--- config.mk ---
export PLATFORM = sky130hd
export DESIGN_NAME = dmem_arbiter_flat
export DESIGN_NICKNAME = d
export VERILOG_FILES = /design/src/rtl/dmem_arbiter_if.sv /design/src/rtl/dmem_arbiter.sv /design/src/flat_wrapper.sv
export SDC_FILE = /design/constraint.sdc
export NUM_CORES = 1
export LEC_CHECK = 0
export ABC_AREA = 1
export CAP_MARGIN = 25
export CORE_MARGIN = 8
export CORE_UTILIZATION = 42
export DETAILED_ROUTE_END_ITERATION = 10
export GPL_TIMING_DRIVEN = 0
export PLACE_DENSITY_LB_ADDON = 0.2
export SYNTH_ARGS = -nofsm -noshare
export SYNTH_HDL_FRONTEND = slang
export SYNTH_SLANG_ARGS = --single-unit
--- constraint.sdc ---
create_clock -name clk -period 1.8 [get_ports clk]
set_input_delay 0.36 -clock clk [delete_from_list [all_inputs] [get_ports clk]]
set_output_delay 0.36 -clock clk [all_outputs]
set_load 0.05 [all_outputs]
--- src/rtl/dmem_arbiter_if.sv ---
// Bus bundle between two requesters, the data-memory arbiter and a synchronous single-port RAM.
// Handshake: a requester raises req with we/addr/wdata and holds it until a one-cycle ack;
// read data arrives later with a one-cycle rvalid pulse; rdata stays put until the next read.
interface dmem_arbiter_if #(
  parameter int ADDR_W = 14
);
  logic              m0_req;
  logic              m0_we;
  logic [ADDR_W-1:0] m0_addr;
  logic [31:0]       m0_wdata;
  logic              m0_ack;
  logic              m0_rvalid;
  logic [31:0]       m0_rdata;

  logic              m1_req;
  logic              m1_we;
  logic [ADDR_W-1:0] m1_addr;
  logic [31:0]       m1_wdata;
  logic              m1_ack;
  logic              m1_rvalid;
  logic [31:0]       m1_rdata;

  logic [ADDR_W-1:0] mem_addr;
  logic [31:0]       mem_wdata;
  logic              mem_we;
  logic [31:0]       mem_rdata;

  modport slave (
    input  m0_req, m0_we, m0_addr, m0_wdata,
    output m0_ack, m0_rvalid, m0_rdata,
    input  m1_req, m1_we, m1_addr, m1_wdata,
    output m1_ack, m1_rvalid, m1_rdata,
    output mem_addr, mem_wdata, mem_we,
    input  mem_rdata
  );

  modport master (
    output m0_req, m0_we, m0_addr, m0_wdata,
    input  m0_ack, m0_rvalid, m0_rdata,
    output m1_req, m1_we, m1_addr, m1_wdata,
    input  m1_ack, m1_rvalid, m1_rdata,
    input  mem_addr, mem_wdata, mem_we,
    output mem_rdata
  );
endinterface

--- src/rtl/dmem_arbiter.sv ---
// Two-port arbiter in front of a synchronous single-port data RAM. Port 0 has priority,
// but port 1 is guaranteed a grant after STARVE_MAX consecutive port-0 wins while it waits.
module dmem_arbiter #(
  parameter  int ADDR_W     = 14,
  parameter  int STARVE_MAX = 3,
  localparam int CNT_W      = (STARVE_MAX < 1) ? 1 : $clog2(STARVE_MAX + 1)
) (
  input  logic             clk,
  input  logic             rst_n,
  dmem_arbiter_if.slave    bus,
  output logic [1:0]       dbg_state,
  output logic [CNT_W-1:0] dbg_starve_cnt
);

  typedef enum logic [1:0] {
    IDLE  = 2'd0,
    ISSUE = 2'd1,
    RDATA = 2'd2
  } state_e;

  localparam logic [CNT_W-1:0] STARVE_LIM = CNT_W'(STARVE_MAX);

  state_e            state_q, state_d;
  logic [CNT_W-1:0]  starve_q, starve_d;
  logic              owner_q, owner_d;
  logic              we_q, we_d;
  logic [ADDR_W-1:0] mem_addr_q, mem_addr_d;
  logic [31:0]       mem_wdata_q, mem_wdata_d;
  logic              mem_we_q, mem_we_d;
  logic              m0_ack_q, m0_ack_d, m1_ack_q, m1_ack_d;
  logic              m0_rvalid_q, m0_rvalid_d, m1_rvalid_q, m1_rvalid_d;
  logic [31:0]       m0_rdata_q, m0_rdata_d, m1_rdata_q, m1_rdata_d;
  logic              pick_m1;

  // Command is latched straight into the memory-facing registers so the RAM sees it
  // in the cycle right after the request is sampled.
  always_comb begin
    state_d     = state_q;
    starve_d    = starve_q;
    owner_d     = owner_q;
    we_d        = we_q;
    mem_addr_d  = mem_addr_q;
    mem_wdata_d = mem_wdata_q;
    mem_we_d    = 1'b0;
    m0_ack_d    = 1'b0;
    m1_ack_d    = 1'b0;
    m0_rvalid_d = 1'b0;
    m1_rvalid_d = 1'b0;
    m0_rdata_d  = m0_rdata_q;
    m1_rdata_d  = m1_rdata_q;
    pick_m1     = 1'b0;
    case (state_q)
      IDLE: begin
        if (bus.m0_req || bus.m1_req) begin
          pick_m1     = !bus.m0_req || (bus.m1_req && (starve_q == STARVE_LIM));
          owner_d     = pick_m1;
          we_d        = pick_m1 ? bus.m1_we    : bus.m0_we;
          mem_addr_d  = pick_m1 ? bus.m1_addr  : bus.m0_addr;
          mem_wdata_d = pick_m1 ? bus.m1_wdata : bus.m0_wdata;
          mem_we_d    = we_d;
          m0_ack_d    = !pick_m1;
          m1_ack_d    = pick_m1;
          if (!pick_m1 && bus.m1_req)
            starve_d = (starve_q == STARVE_LIM) ? starve_q : starve_q + CNT_W'(1);
          else
            starve_d = '0;
          state_d = ISSUE;
        end
      end
      ISSUE: state_d = we_q ? IDLE : RDATA;
      RDATA: begin
        if (owner_q) begin
          m1_rdata_d  = bus.mem_rdata;
          m1_rvalid_d = 1'b1;
        end else begin
          m0_rdata_d  = bus.mem_rdata;
          m0_rvalid_d = 1'b1;
        end
        state_d = IDLE;
      end
      default: state_d = IDLE;
    endcase
  end

  always_ff @(posedge clk or negedge rst_n) begin
    if (!rst_n) begin
      state_q     <= IDLE;
      starve_q    <= '0;
      owner_q     <= 1'b0;
      we_q        <= 1'b0;
      mem_addr_q  <= '0;
      mem_wdata_q <= '0;
      mem_we_q    <= 1'b0;
      m0_ack_q    <= 1'b0;
      m1_ack_q    <= 1'b0;
      m0_rvalid_q <= 1'b0;
      m1_rvalid_q <= 1'b0;
      m0_rdata_q  <= '0;
      m1_rdata_q  <= '0;
    end else begin
      state_q     <= state_d;
      starve_q    <= starve_d;
      owner_q     <= owner_d;
      we_q        <= we_d;
      mem_addr_q  <= mem_addr_d;
      mem_wdata_q <= mem_wdata_d;
      mem_we_q    <= mem_we_d;
      m0_ack_q    <= m0_ack_d;
      m1_ack_q    <= m1_ack_d;
      m0_rvalid_q <= m0_rvalid_d;
      m1_rvalid_q <= m1_rvalid_d;
      m0_rdata_q  <= m0_rdata_d;
      m1_rdata_q  <= m1_rdata_d;
    end
  end

  assign bus.mem_addr    = mem_addr_q;
  assign bus.mem_wdata   = mem_wdata_q;
  assign bus.mem_we      = mem_we_q;
  assign bus.m0_ack      = m0_ack_q;
  assign bus.m1_ack      = m1_ack_q;
  assign bus.m0_rvalid   = m0_rvalid_q;
  assign bus.m1_rvalid   = m1_rvalid_q;
  assign bus.m0_rdata    = m0_rdata_q;
  assign bus.m1_rdata    = m1_rdata_q;
  assign dbg_state       = state_q;
  assign dbg_starve_cnt  = starve_q;

endmodule

--- src/flat_wrapper.sv ---
// flat-port wrapper written by rule: the top's interface ports become plain ports
module dmem_arbiter_flat 
#(
  parameter  int ADDR_W     = 14,
  parameter  int STARVE_MAX = 3,
  localparam int CNT_W      = (STARVE_MAX < 1) ? 1 : $clog2(STARVE_MAX + 1)
)
  (clk, rst_n, dbg_state, dbg_starve_cnt, bus_m0_req, bus_m0_we, bus_m0_addr, bus_m0_wdata, bus_m0_ack, bus_m0_rvalid, bus_m0_rdata, bus_m1_req, bus_m1_we, bus_m1_addr, bus_m1_wdata, bus_m1_ack, bus_m1_rvalid, bus_m1_rdata, bus_mem_addr, bus_mem_wdata, bus_mem_we, bus_mem_rdata);
  dmem_arbiter_if #(.ADDR_W(ADDR_W)) bus_i ();
  input  logic clk;
  input  logic rst_n;
  output logic [1:0] dbg_state;
  output logic [CNT_W-1:0] dbg_starve_cnt;
  input wire logic [$bits(bus_i.m0_req)-1:0] bus_m0_req;
  input wire logic [$bits(bus_i.m0_we)-1:0] bus_m0_we;
  input wire logic [$bits(bus_i.m0_addr)-1:0] bus_m0_addr;
  input wire logic [$bits(bus_i.m0_wdata)-1:0] bus_m0_wdata;
  output wire logic [$bits(bus_i.m0_ack)-1:0] bus_m0_ack;
  output wire logic [$bits(bus_i.m0_rvalid)-1:0] bus_m0_rvalid;
  output wire logic [$bits(bus_i.m0_rdata)-1:0] bus_m0_rdata;
  input wire logic [$bits(bus_i.m1_req)-1:0] bus_m1_req;
  input wire logic [$bits(bus_i.m1_we)-1:0] bus_m1_we;
  input wire logic [$bits(bus_i.m1_addr)-1:0] bus_m1_addr;
  input wire logic [$bits(bus_i.m1_wdata)-1:0] bus_m1_wdata;
  output wire logic [$bits(bus_i.m1_ack)-1:0] bus_m1_ack;
  output wire logic [$bits(bus_i.m1_rvalid)-1:0] bus_m1_rvalid;
  output wire logic [$bits(bus_i.m1_rdata)-1:0] bus_m1_rdata;
  output wire logic [$bits(bus_i.mem_addr)-1:0] bus_mem_addr;
  output wire logic [$bits(bus_i.mem_wdata)-1:0] bus_mem_wdata;
  output wire logic [$bits(bus_i.mem_we)-1:0] bus_mem_we;
  input wire logic [$bits(bus_i.mem_rdata)-1:0] bus_mem_rdata;
  assign bus_i.m0_req = bus_m0_req;
  assign bus_i.m0_we = bus_m0_we;
  assign bus_i.m0_addr = bus_m0_addr;
  assign bus_i.m0_wdata = bus_m0_wdata;
  assign bus_m0_ack = bus_i.m0_ack;
  assign bus_m0_rvalid = bus_i.m0_rvalid;
  assign bus_m0_rdata = bus_i.m0_rdata;
  assign bus_i.m1_req = bus_m1_req;
  assign bus_i.m1_we = bus_m1_we;
  assign bus_i.m1_addr = bus_m1_addr;
  assign bus_i.m1_wdata = bus_m1_wdata;
  assign bus_m1_ack = bus_i.m1_ack;
  assign bus_m1_rvalid = bus_i.m1_rvalid;
  assign bus_m1_rdata = bus_i.m1_rdata;
  assign bus_mem_addr = bus_i.mem_addr;
  assign bus_mem_wdata = bus_i.mem_wdata;
  assign bus_mem_we = bus_i.mem_we;
  assign bus_i.mem_rdata = bus_mem_rdata;
  dmem_arbiter #(.ADDR_W(ADDR_W), .STARVE_MAX(STARVE_MAX)) u_core (.clk(clk), .rst_n(rst_n), .bus(bus_i), .dbg_state(dbg_state), .dbg_starve_cnt(dbg_starve_cnt));
endmodule
==> impl_metrics.yaml, run 1 <==
yosys:
  syn_nets: 811
  syn_inst: 680
  async_flop_share_pct: 100.0
  yosys-top-cells-area: "dfrtp_1 56%, nand2_1 15%, inv_1 9.3%, nand3_1 8.8%, o21ai_0 6.0%"
  ys_types: 14
  yosys.area.top_type: "dfrtp_1"
  yosysMostFrequentCell: "nand2_1"
  netlist.area_leader.share_pct: 56.27
  netlist_area_mm2: 0.005381
  postSynthRegisterBits: 121
  seq_area_frac_synth_pct: 56.27
  ys.flop_type: "dfrtp_1"
  synth_warnings: 0
  synthTopCellsByCount: "216 x nand2_1, 133 x inv_1, 121 x dfrtp_1, 95 x nand3_1, 65 x o21ai_0"
  synth_area_per_cell_um2: 7.914
  synth-edff-count: 0
worst_hold_path:
  hold_path.class: "in2async"
timing:
  fmax_ghz: 0.5724
  hold_ws_ns: 0.4600
  worst_slew_pin_slew_ns: 0.6205
  min_period_ns: 1.747
  period_share_pct: 97.06
  setup_viol_count_final: 0
  max_slew_margin_pct: 58.80
  drv_slew: 0
  hold_viol: 0
  skew_ns: 0.009666
  rsz0062_at_grt: "false"
setup_path:
  r2r_start: "u_core.dbg_starve_cnt[0]"
  crit_slowest_cell: "dlygate4sd2_1"
  r2r_slack_ns: 0.21
  end_kind: "primary output"
  cp_cell_sequence: "dlygate4sd2_1"
  worstReg2RegEnd: "u_core.bus.mem_wdata[20]"
  slowest_delay_ns: 0.61
  critical_path_depth: 1
  crit_end: "dbg_starve_cnt[1]"
  worstRegToRegCells: 7
  worst_setup_path_start_kind: "flop"
  cp_top_family: "buffers and inverters"
  crit_required_ns: 1.44
  crit_type: "reg2out"
  timing.critical_path.buf_inv: 1
  crit_start: "u_core.dbg_starve_cnt[1]"
  path_max_fanout: 3
  cp.arrival_ns: 1.39
cts:
  clockBufferDepth: 2
  clock_latency_ns: 0.40
  cts_buffers: 17
  post_cts_buffers: 0
  htreeDepth: 4
  cts.sinks: 121
  clockRootBuffer: "clkbuf_16"
  cts_tree: "built"
  clkTransAtPathRegs_ns: 0.05
drt:
  drt_iter0_drc: 373
  routedWlPerCell_um: 15.03
  drtPass1Iterations: 4
  vias_per_cell: 4.552
  dr_total_vias: 5157
  drt-total-wl_um: 17030
  ant_nets: 0
  drc_errors: 0
floorplanning:
  start_util_pct: 42.82
  ios: 249
  die_h_um: 129.2
  fp.dieArea_mm2: 0.01669
  die_x_um: 129.2
  num_rows: 41
  core-area_mm2: 0.01257
placed_design:
  placed_area_mm2: 0.008108
  dp_hpwl_um: 12960
  portBuffers: 248
  gp_congestion: 0.8006
flow_run:
  maxCapViolCount: 0
power_and_ir_drop:
  p_leak_nw: 4.758
  power_density_mw_per_mm2: 2084
  peakVddDrop_mv: 0.8350
global_routing:
  antenna_found_initial: 0
  grt_pass1_vias: 5255
  grt_max_degree: 76
  track_usage_pct: 20.67
  grt_pass1_wl_um: 26680
  grt_remaining_overflow: 0
cells_and_area:
  antenna_cells: 0
  fillers: 1129
  final_area_mm2: 0.008577
  final_nets: 1080
  multi_input_area_mm2: 0.001668
  drive_above_1_share_pct: 6.452
  utilization_pct: 68.24
  area_growth_syn_to_layout_pct: 59.38
  regArea_mm2: 0.003028
run_status:
  status: "finished, final reports clean"
[cell type report]
type	instances	area share, %
flip-flops and latches	121	35.30
repair buffers	250	27.61
multi-input cells	387	19.45
inverters	133	5.821
clock buffers	20	5.441
well taps	172	2.509
plain buffers	39	2.174
clock inverters	11	1.692
[state kept, by name (all words and copies together) (netlist names)]
register / flops
u_core.bus.m0_ack: 1
u_core.bus.m0_rdata: 32
u_core.bus.m0_rvalid: 1
u_core.bus.m1_ack: 1
u_core.bus.m1_rdata: 32
u_core.bus.m1_rvalid: 1
u_core.bus.mem_addr: 14
u_core.bus.mem_wdata: 32
u_core.bus.mem_we: 1
u_core.dbg_starve_cnt: 2
u_core.dbg_state: 2
u_core.owner_q: 1
u_core.we_q: 1
[layout by cell type (no fill, tap or decap)]
master	count
buf_1	1
buf_16	1
buf_2	26
buf_4	2
buf_6	1
bufinv_16	3
clkbuf_1	10
clkbuf_16	17
clkbuf_2	1
clkbuf_8	3
clkdlybuf4s50_1	128
clkinv_2	3
clkinv_4	1
clkinvlp_4	3
dfrtp_1	121
dlygate4sd2_1	118
dlygate4sd3_1	1
ha_1	1
inv_1	133
inv_6	1
nand2_1	216
nand3_1	95
nand3b_1	1
nor2_1	7
nor3_1	1
o21ai_0	65
o21ai_1	1
[per-stage QoR]
stage | worst slack [ns] | power [mW] | setup TNS, ns | instances
floorplan | 0.2008 | 11.49 | 0 | 680
global placement | -4.458 | 15.31 | -540.10 | 1100
detailed placement | -0.1323 | 15.45 | -2.464 | 1101
CTS | 0.02035 | 18.06 | 0 | 1133
global route | 0.01172 | 18.88 | 0 | 1133
finish | 0.05287 | 17.88 | 0 | 1133
[how the worst min path moves through the flow]
stage | to | slack [ns] | cells past startpoint
after CTS | u_core.bus.m0_rvalid | 0.46 | 2
after global placement | u_core.dbg_state[1] | 0.43 | 1
after detailed placement | u_core.bus.m0_rvalid | 0.32 | 1
after floorplan | u_core.bus.m0_ack | 0.06 | 0
after global routing | u_core.bus.mem_wdata[22] | 0.49 | 2
final | u_core.bus.m0_rvalid | 0.46 | 2
[power breakdown]
part | total (mW) | switching [mW] | internal, mW
clock network | 3.50 | 1.22 | 2.28
logic | 9.60 | 7.19 | 2.41
registers | 4.78 | 0.686 | 4.10
[layer usage]
metal	routed length [um]	global-route usage, %	vias up
met2	8124	33.76	183
met4	238	6.496	0
met5	0	0	-
li1	-	-	2594
met1	6799	24.11	2365
met3	1869	8.792	15
[cell families after synthesis]
group / after synthesis / synth area share [%]
simple gates: 320 / 24.62
compound gates: 66 / 6.138
fa+ha+maj: 1 / 0.2325
flops: 121 / 56.27
buf+inv: 172 / 12.74
[repair_timing]
action                                  in CTS  in global routing
endpoints found under the hold margin       46                  0
resized for setup                          120                  1
endpoints found under the setup margin     119                  1
hold buffers                                 1                  0
Power figures use the tool's default switching activity.
==> run 2, diff against run 1 <==
--- a/config.mk
+++ b/config.mk
@@ -10,7 +10,7 @@
 export CORE_MARGIN = 8
 export CORE_UTILIZATION = 42
 export DETAILED_ROUTE_END_ITERATION = 10
-export GPL_TIMING_DRIVEN = 0
+export GPL_TIMING_DRIVEN = 1
 export PLACE_DENSITY_LB_ADDON = 0.2
 export SYNTH_ARGS = -nofsm -noshare
 export SYNTH_HDL_FRONTEND = slang
==> run 2 against run 1 <==
Compared with the run above:
- critical endpoint is now dbg_state[1]
- clock skew decreased by 0.00098 ns
- non-clock buffer count decreased by 23
- combinational power increased by 4%
- first-iteration DRC count increased by 31%
- total power increased by 4.9%
- core utilization decreased by 0.65 points
==> impl_metrics.yaml, run 2 (same netlist as run 1, synthesis figures left out) <==
drt:
  dr_total_vias: 5191
  drtPass1Iterations: 5
  drt_iter0_drc: 489
  vias_per_cell: 4.672
  routedWlPerCell_um: 15.12
  drt-total-wl_um: 16800
  drc_errors: 0
  ant_nets: 0
setup_path:
  cp_cell_sequence: "buf_4"
  worstReg2RegEnd: "u_core.bus.mem_addr[3]"
  crit_type: "reg2out"
  cp.arrival_ns: 1.09
  cp_top_family: "flip-flops"
  path_max_fanout: 6
  worst_setup_path_start_kind: "flop"
  worstRegToRegCells: 7
  crit_slowest_cell: "dfrtp_1"
  r2r_slack_ns: 0.39
  timing.critical_path.buf_inv: 1
  crit_required_ns: 1.44
  slowest_delay_ns: 0.44
  r2r_start: "u_core.dbg_starve_cnt[0]"
  end_kind: "primary output"
global_routing:
  track_usage_pct: 20.47
  grt_pass1_vias: 5356
  grt_pass1_wl_um: 26770
  antenna_found_initial: 0
  grt_max_degree: 66
  grt_remaining_overflow: 0
timing:
  period_share_pct: 80.78
  fmax_ghz: 0.6877
  skew_ns: 0.008684
  setup_viol_count_final: 0
  min_period_ns: 1.454
  drv_slew: 0
  hold_viol: 0
  max_slew_margin_pct: 61.34
  setup_tns_ns: 0
  rsz0062_at_grt: "false"
  worst_slew_pin_slew_ns: 0.5799
power_and_ir_drop:
  p_leak_nw: 4.666
  peakVddDrop_mv: 1.045
  power_density_mw_per_mm2: 2208
placed_design:
  dp_hpwl_um: 12160
  portBuffers: 248
  dp.cells: 1078
  gp_congestion: 0.7958
cts:
  cts_buffers: 17
  cts_tree: "built"
  htreeDepth: 4
  clockRootBuffer: "clkbuf_16"
  clkTransAtPathRegs_ns: 0.05
  clockBufferDepth: 2
  hold_buffers: 1
  cts_resized: 0
  post_cts_buffers: 0
  cts.sinks: 121
  clock_latency_ns: 0.41
floorplanning:
  die_x_um: 129.2
  ios: 249
  die_h_um: 129.2
  fp.dieArea_mm2: 0.01669
  core-area_mm2: 0.01257
  num_rows: 41
  start_util_pct: 42.82
cells_and_area:
  final_nets: 1057
  area_growth_syn_to_layout_pct: 57.87
  drive_above_1_share_pct: 18.32
  antenna_cells: 0
  layout_commonest_cell: "nand2_1"
  final_cell_mix: "216 x nand2_1, 133 x inv_1, 131 x buf_4, 127 x clkdlybuf4s50_1, 121 x dfrtp_1"
  instances_no_fill: 1111
run_status:
  status: "finished, final reports clean"
worst_hold_path:
  hold_path.class: "in2async"
flow_run:
  maxCapViolCount: 0
## run 2: how the worst max path moves through the flow
stage	end	slack (ns)	cells past startpoint	from
floorplan	u_core.bus.mem_addr[0]	0.20	7	u_core.dbg_starve_cnt[0]
global placement	u_core.bus.mem_addr[6]	0.11	7	bus_m1_req
detailed placement	u_core.bus.mem_addr[4]	0.04	7	bus_m1_req
CTS	dbg_state[1]	0.33	1	u_core.dbg_state[1]
global route	u_core.bus.mem_wdata[12]	0.26	6	u_core.dbg_starve_cnt[0]
finish	dbg_state[1]	0.35	1	u_core.dbg_state[1]
## run 2: metrics by stage
stage	util [%]	cell area, um2	total power, mW	setup WS, ns	hold slack, ns
2_1_floorplan	-	5381	11.49	0.2008	0.06441
3_3_place_gp	62.17	7814	14.84	0.1064	0.2764
3_5_place_dp	62.17	7814	15.02	0.04249	0.2809
4_1_cts	67.60	8496	18.90	0.3264	0.3984
5_1_grt	67.60	8496	19.71	0.2607	0.4293
6_report	67.60	8496	18.76	0.3460	0.4039
## run 2: routing by layer
layer	part of all wire, %	track usage, %	vias up	routed length, um
met5	0	0	-	0
met4	2.1	8.086	0	350
met3	9.7	7.601	26	1633
met2	47	32.84	225	7900
met1	41	24.46	2389	6916
li1	-	-	2551	-
## run 2: report_power, final
| group | leakage [nW] | total, mW | internal [mW] | switching [mW] |
|---|---|---|---|---|
| combinational | 2.87 | 10.0 | 2.89 | 7.15 |
| clock | 0.323 | 3.79 | 2.61 | 1.18 |
| sequential | 1.47 | 4.93 | 4.10 | 0.824 |
| total | 4.67 | 18.8 | 9.61 | 9.15 |
## run 2: final cells by class
type | instances | area (um2)
Fill cell | 1024 | 4073
Sequential cell | 121 | 3028
Timing Repair Buffer | 266 | 2390
Multi-Input combinational cell | 387 | 1692
Inverter | 133 | 499.2
Clock buffer | 22 | 484.2
Tap cell | 172 | 215.2
Clock inverter | 10 | 187.7
==> run 3, diff against run 2 <==
--- a/config.mk
+++ b/config.mk
@@ -8,7 +8,7 @@
 export ABC_AREA = 1
 export CAP_MARGIN = 25
 export CORE_MARGIN = 8
-export CORE_UTILIZATION = 42
+export CORE_UTILIZATION = 38
 export DETAILED_ROUTE_END_ITERATION = 10
 export GPL_TIMING_DRIVEN = 1
 export PLACE_DENSITY_LB_ADDON = 0.2
==> constraint.sdc (replaced) <==
create_clock -name clk -period 1.3 [get_ports clk]
set_input_delay 0.26 -clock clk [delete_from_list [all_inputs] [get_ports clk]]
set_output_delay 0.26 -clock clk [all_outputs]
set_load 0.05 [all_outputs]
==> run 3 against run 2 <==
Compared with the run above:
- the run now ends with setup timing left
- die area rose by 9.2%
- largest cell class is now non-clock buffers
- total power rose by 79%
- core utilization rose by 12 points
- non-clock buffer count rose by 24
==> impl_metrics.yaml, run 3 (same netlist as run 1, synthesis figures left out) <==
power_and_ir_drop:
  peakVddDrop_mv: 1.405
  power_switching_mw: 14.74
  p_int_mw: 18.88
  p_sw_share_pct: 43.83
  p_comb_share_pct: 60.9
  power_density_mw_per_mm2: 3042
  p_leak_nw: 5.583
  p_seq_share_pct: 23.3
  clock_power_share_pct: 15.8
timing:
  hold_viol: 0
  worst_slew_pin_slew_ns: 0.6178
  drv_slew: 0
  rsz0062_at_grt: "true"
  fmax_ghz: 0.7294
  max_slew_margin_pct: 58.82
  period_share_pct: 105.5
  skew_ns: 0.005207
  setup_viol_count_final: 33
  layout_setup_ws_ns: -0.07090
  min_period_ns: 1.371
setup_path:
  path_max_fanout: 2
  timing.critical_path.buf_inv: 2
  cp_top_family: "flip-flops"
  slowest_delay_ns: 0.43
  cp_cell_sequence: "buf_6, buf_12"
  crit_required_ns: 1.04
  crit_slowest_cell: "dfrtp_2"
  r2r_slack_ns: -0.05
  cp.arrival_ns: 1.11
  worst_setup_path_start_kind: "flop"
  end_kind: "primary output"
  crit_type: "reg2out"
drt:
  dr_total_vias: 5463
  drc_errors: 0
  drt-total-wl_um: 20620
  met3_length_um: 1741
  vias_per_cell: 4.775
  ant_nets: 0
  wl_met2_um: 10770
  drtPass1Iterations: 4
  detail_route.wirelength.met1_um: 7759
  drt_iter0_drc: 346
  routed.top_layer: "met5"
  routedWlPerCell_um: 18.02
run_status:
  violations: "setup timing"
  status: "finished, violations left"
worst_hold_path:
  hold_path.class: "in2async"
global_routing:
  grt_max_degree: 66
  track_usage_pct: 20.01
  antenna_found_initial: 1
  grt_remaining_overflow: 0
  grt_pass1_wl_um: 28520
  grt_pass1_vias: 5359
placed_design:
  pre_cts_slack_ns: -0.5493
  gp_congestion: 0.7726
  dp_hpwl_um: 12940
  placed_area_mm2: 0.009418
  dp.cells: 1091
  portBuffers: 248
floorplanning:
  die_x_um: 135
  num_rows: 43
  start_util_pct: 38.77
  fp.dieArea_mm2: 0.01823
  die_h_um: 135
  ios: 249
  core-area_mm2: 0.01388
cells_and_area:
  final_cell_mix: "151 x nand2_1, 131 x inv_1, 128 x buf_12, 127 x clkdlybuf4s50_1, 111 x dfrtp_1"
  instances_no_fill: 1144
  layout_commonest_cell: "nand2_1"
  drive_above_1_share_pct: 33.30
  area_growth_syn_to_layout_pct: 105.4
  final_area_mm2: 0.01105
  final_nets: 1082
  antenna_cells: 0
flow_run:
  maxCapViolCount: 0
cts:
  cts_tree: "built"
  cts_buffers: 17
  clockBufferDepth: 2
  clockRootBuffer: "clkbuf_16"
  htreeDepth: 4
  cts.sinks: 121
  clkTransAtPathRegs_ns: 0.06
  clock_latency_ns: 0.41
[run 3: changes by cell type in the layout (fill, tap and decap cells not counted), moves of 14 or more]
cell     previous run  this run
buf_12              6       128
buf_4             131        11
nand3_1            94        67
nand2_4             0        27
o21ai_0            65        40
nand3_2             1        27
nand2_2             0        36
o21ai_2             0        14
nand2_1           216       151
[run 3: final cells by class]
type / instances / area [um2]
multi-input cells: 388 / 2267
clock inverters: 13 / 224.0
well taps: 180 / 225.2
inverters: 133 / 504.2
flip-flops and latches: 121 / 3040
repair buffers: 290 / 4348
fillers: 866 / 2829
clock buffers: 19 / 442.9
[run 3: per-layer routing]
| layer | vias up | global-route usage, % |
|---|---|---|
| met2 | 225 | 32.96 |
| li1 | 2617 | - |
| met4 | 2 | 7.341 |
| met3 | 31 | 8.284 |
| met1 | 2588 | 22.82 |
| met5 | - | 0 |
[run 3: what timing repair did]
action | 4_1_cts | 5_1_grt
gates cloned | 4 | 10
resized for setup | 18 | 173
setup buffers | 3 | 3
hold endpoints to repair | 38 | 0
endpoints found under the setup margin | 56 | 113
pin swaps | 2 | 29
hold buffers | 1 | 0
[run 3: through the flow]
step | power [mW] | setup TNS (ns) | hold slack, ns | utilization [%]
after floorplan | 15.96 | -1.744 | -0.03559 | -
after global placement | 26.24 | -36.48 | 0.1361 | 67.65
after detailed placement | 26.67 | -23.81 | 0.1380 | 67.85
after CTS | 32.40 | -0.6817 | 0.2387 | 74.03
after global routing | 34.96 | -4.014 | 0.2687 | 79.62
final | 33.62 | -0.6963 | 0.2502 | 79.62
[run 3: worst paths after layout]
kind / start / to / depth (start not counted)
min reg2reg: u_core.we_q / u_core.dbg_state[1] / 1
max in group asynchronous: rst_n / u_core.dbg_starve_cnt[1] / 3
max: u_core.dbg_starve_cnt[0] / dbg_starve_cnt[0] / 2
min: rst_n / u_core.bus.m0_rdata[6] / 2
min in group clk: bus_mem_rdata[14] / u_core.bus.m0_rdata[14] / 3
max reg2reg: u_core.dbg_starve_cnt[0] / u_core.dbg_starve_cnt[0] / 7
[run 3: power by group through the flow]
stage	Sequential [mW]	Combinational (mW)	Clock (mW)
2_1_floorplan	13.1	2.86	0
3_3_place_gp	7.61	18.6	0
3_5_place_dp	7.71	19.0	0
4_1_cts	7.70	19.3	5.38
5_1_grt	8.06	21.3	5.56
6_report	7.84	20.5	5.32
[run 3: worst register-to-register path: stages (launching register included)]
cell and delay, ns:
dfrtp_2 0.43, ha_4 0.19, nand2_8 0.10, nand2_8 0.12, buf_12 0.22, nor2_4 0.11
nand2_1 0.07, nand2_1 0.05
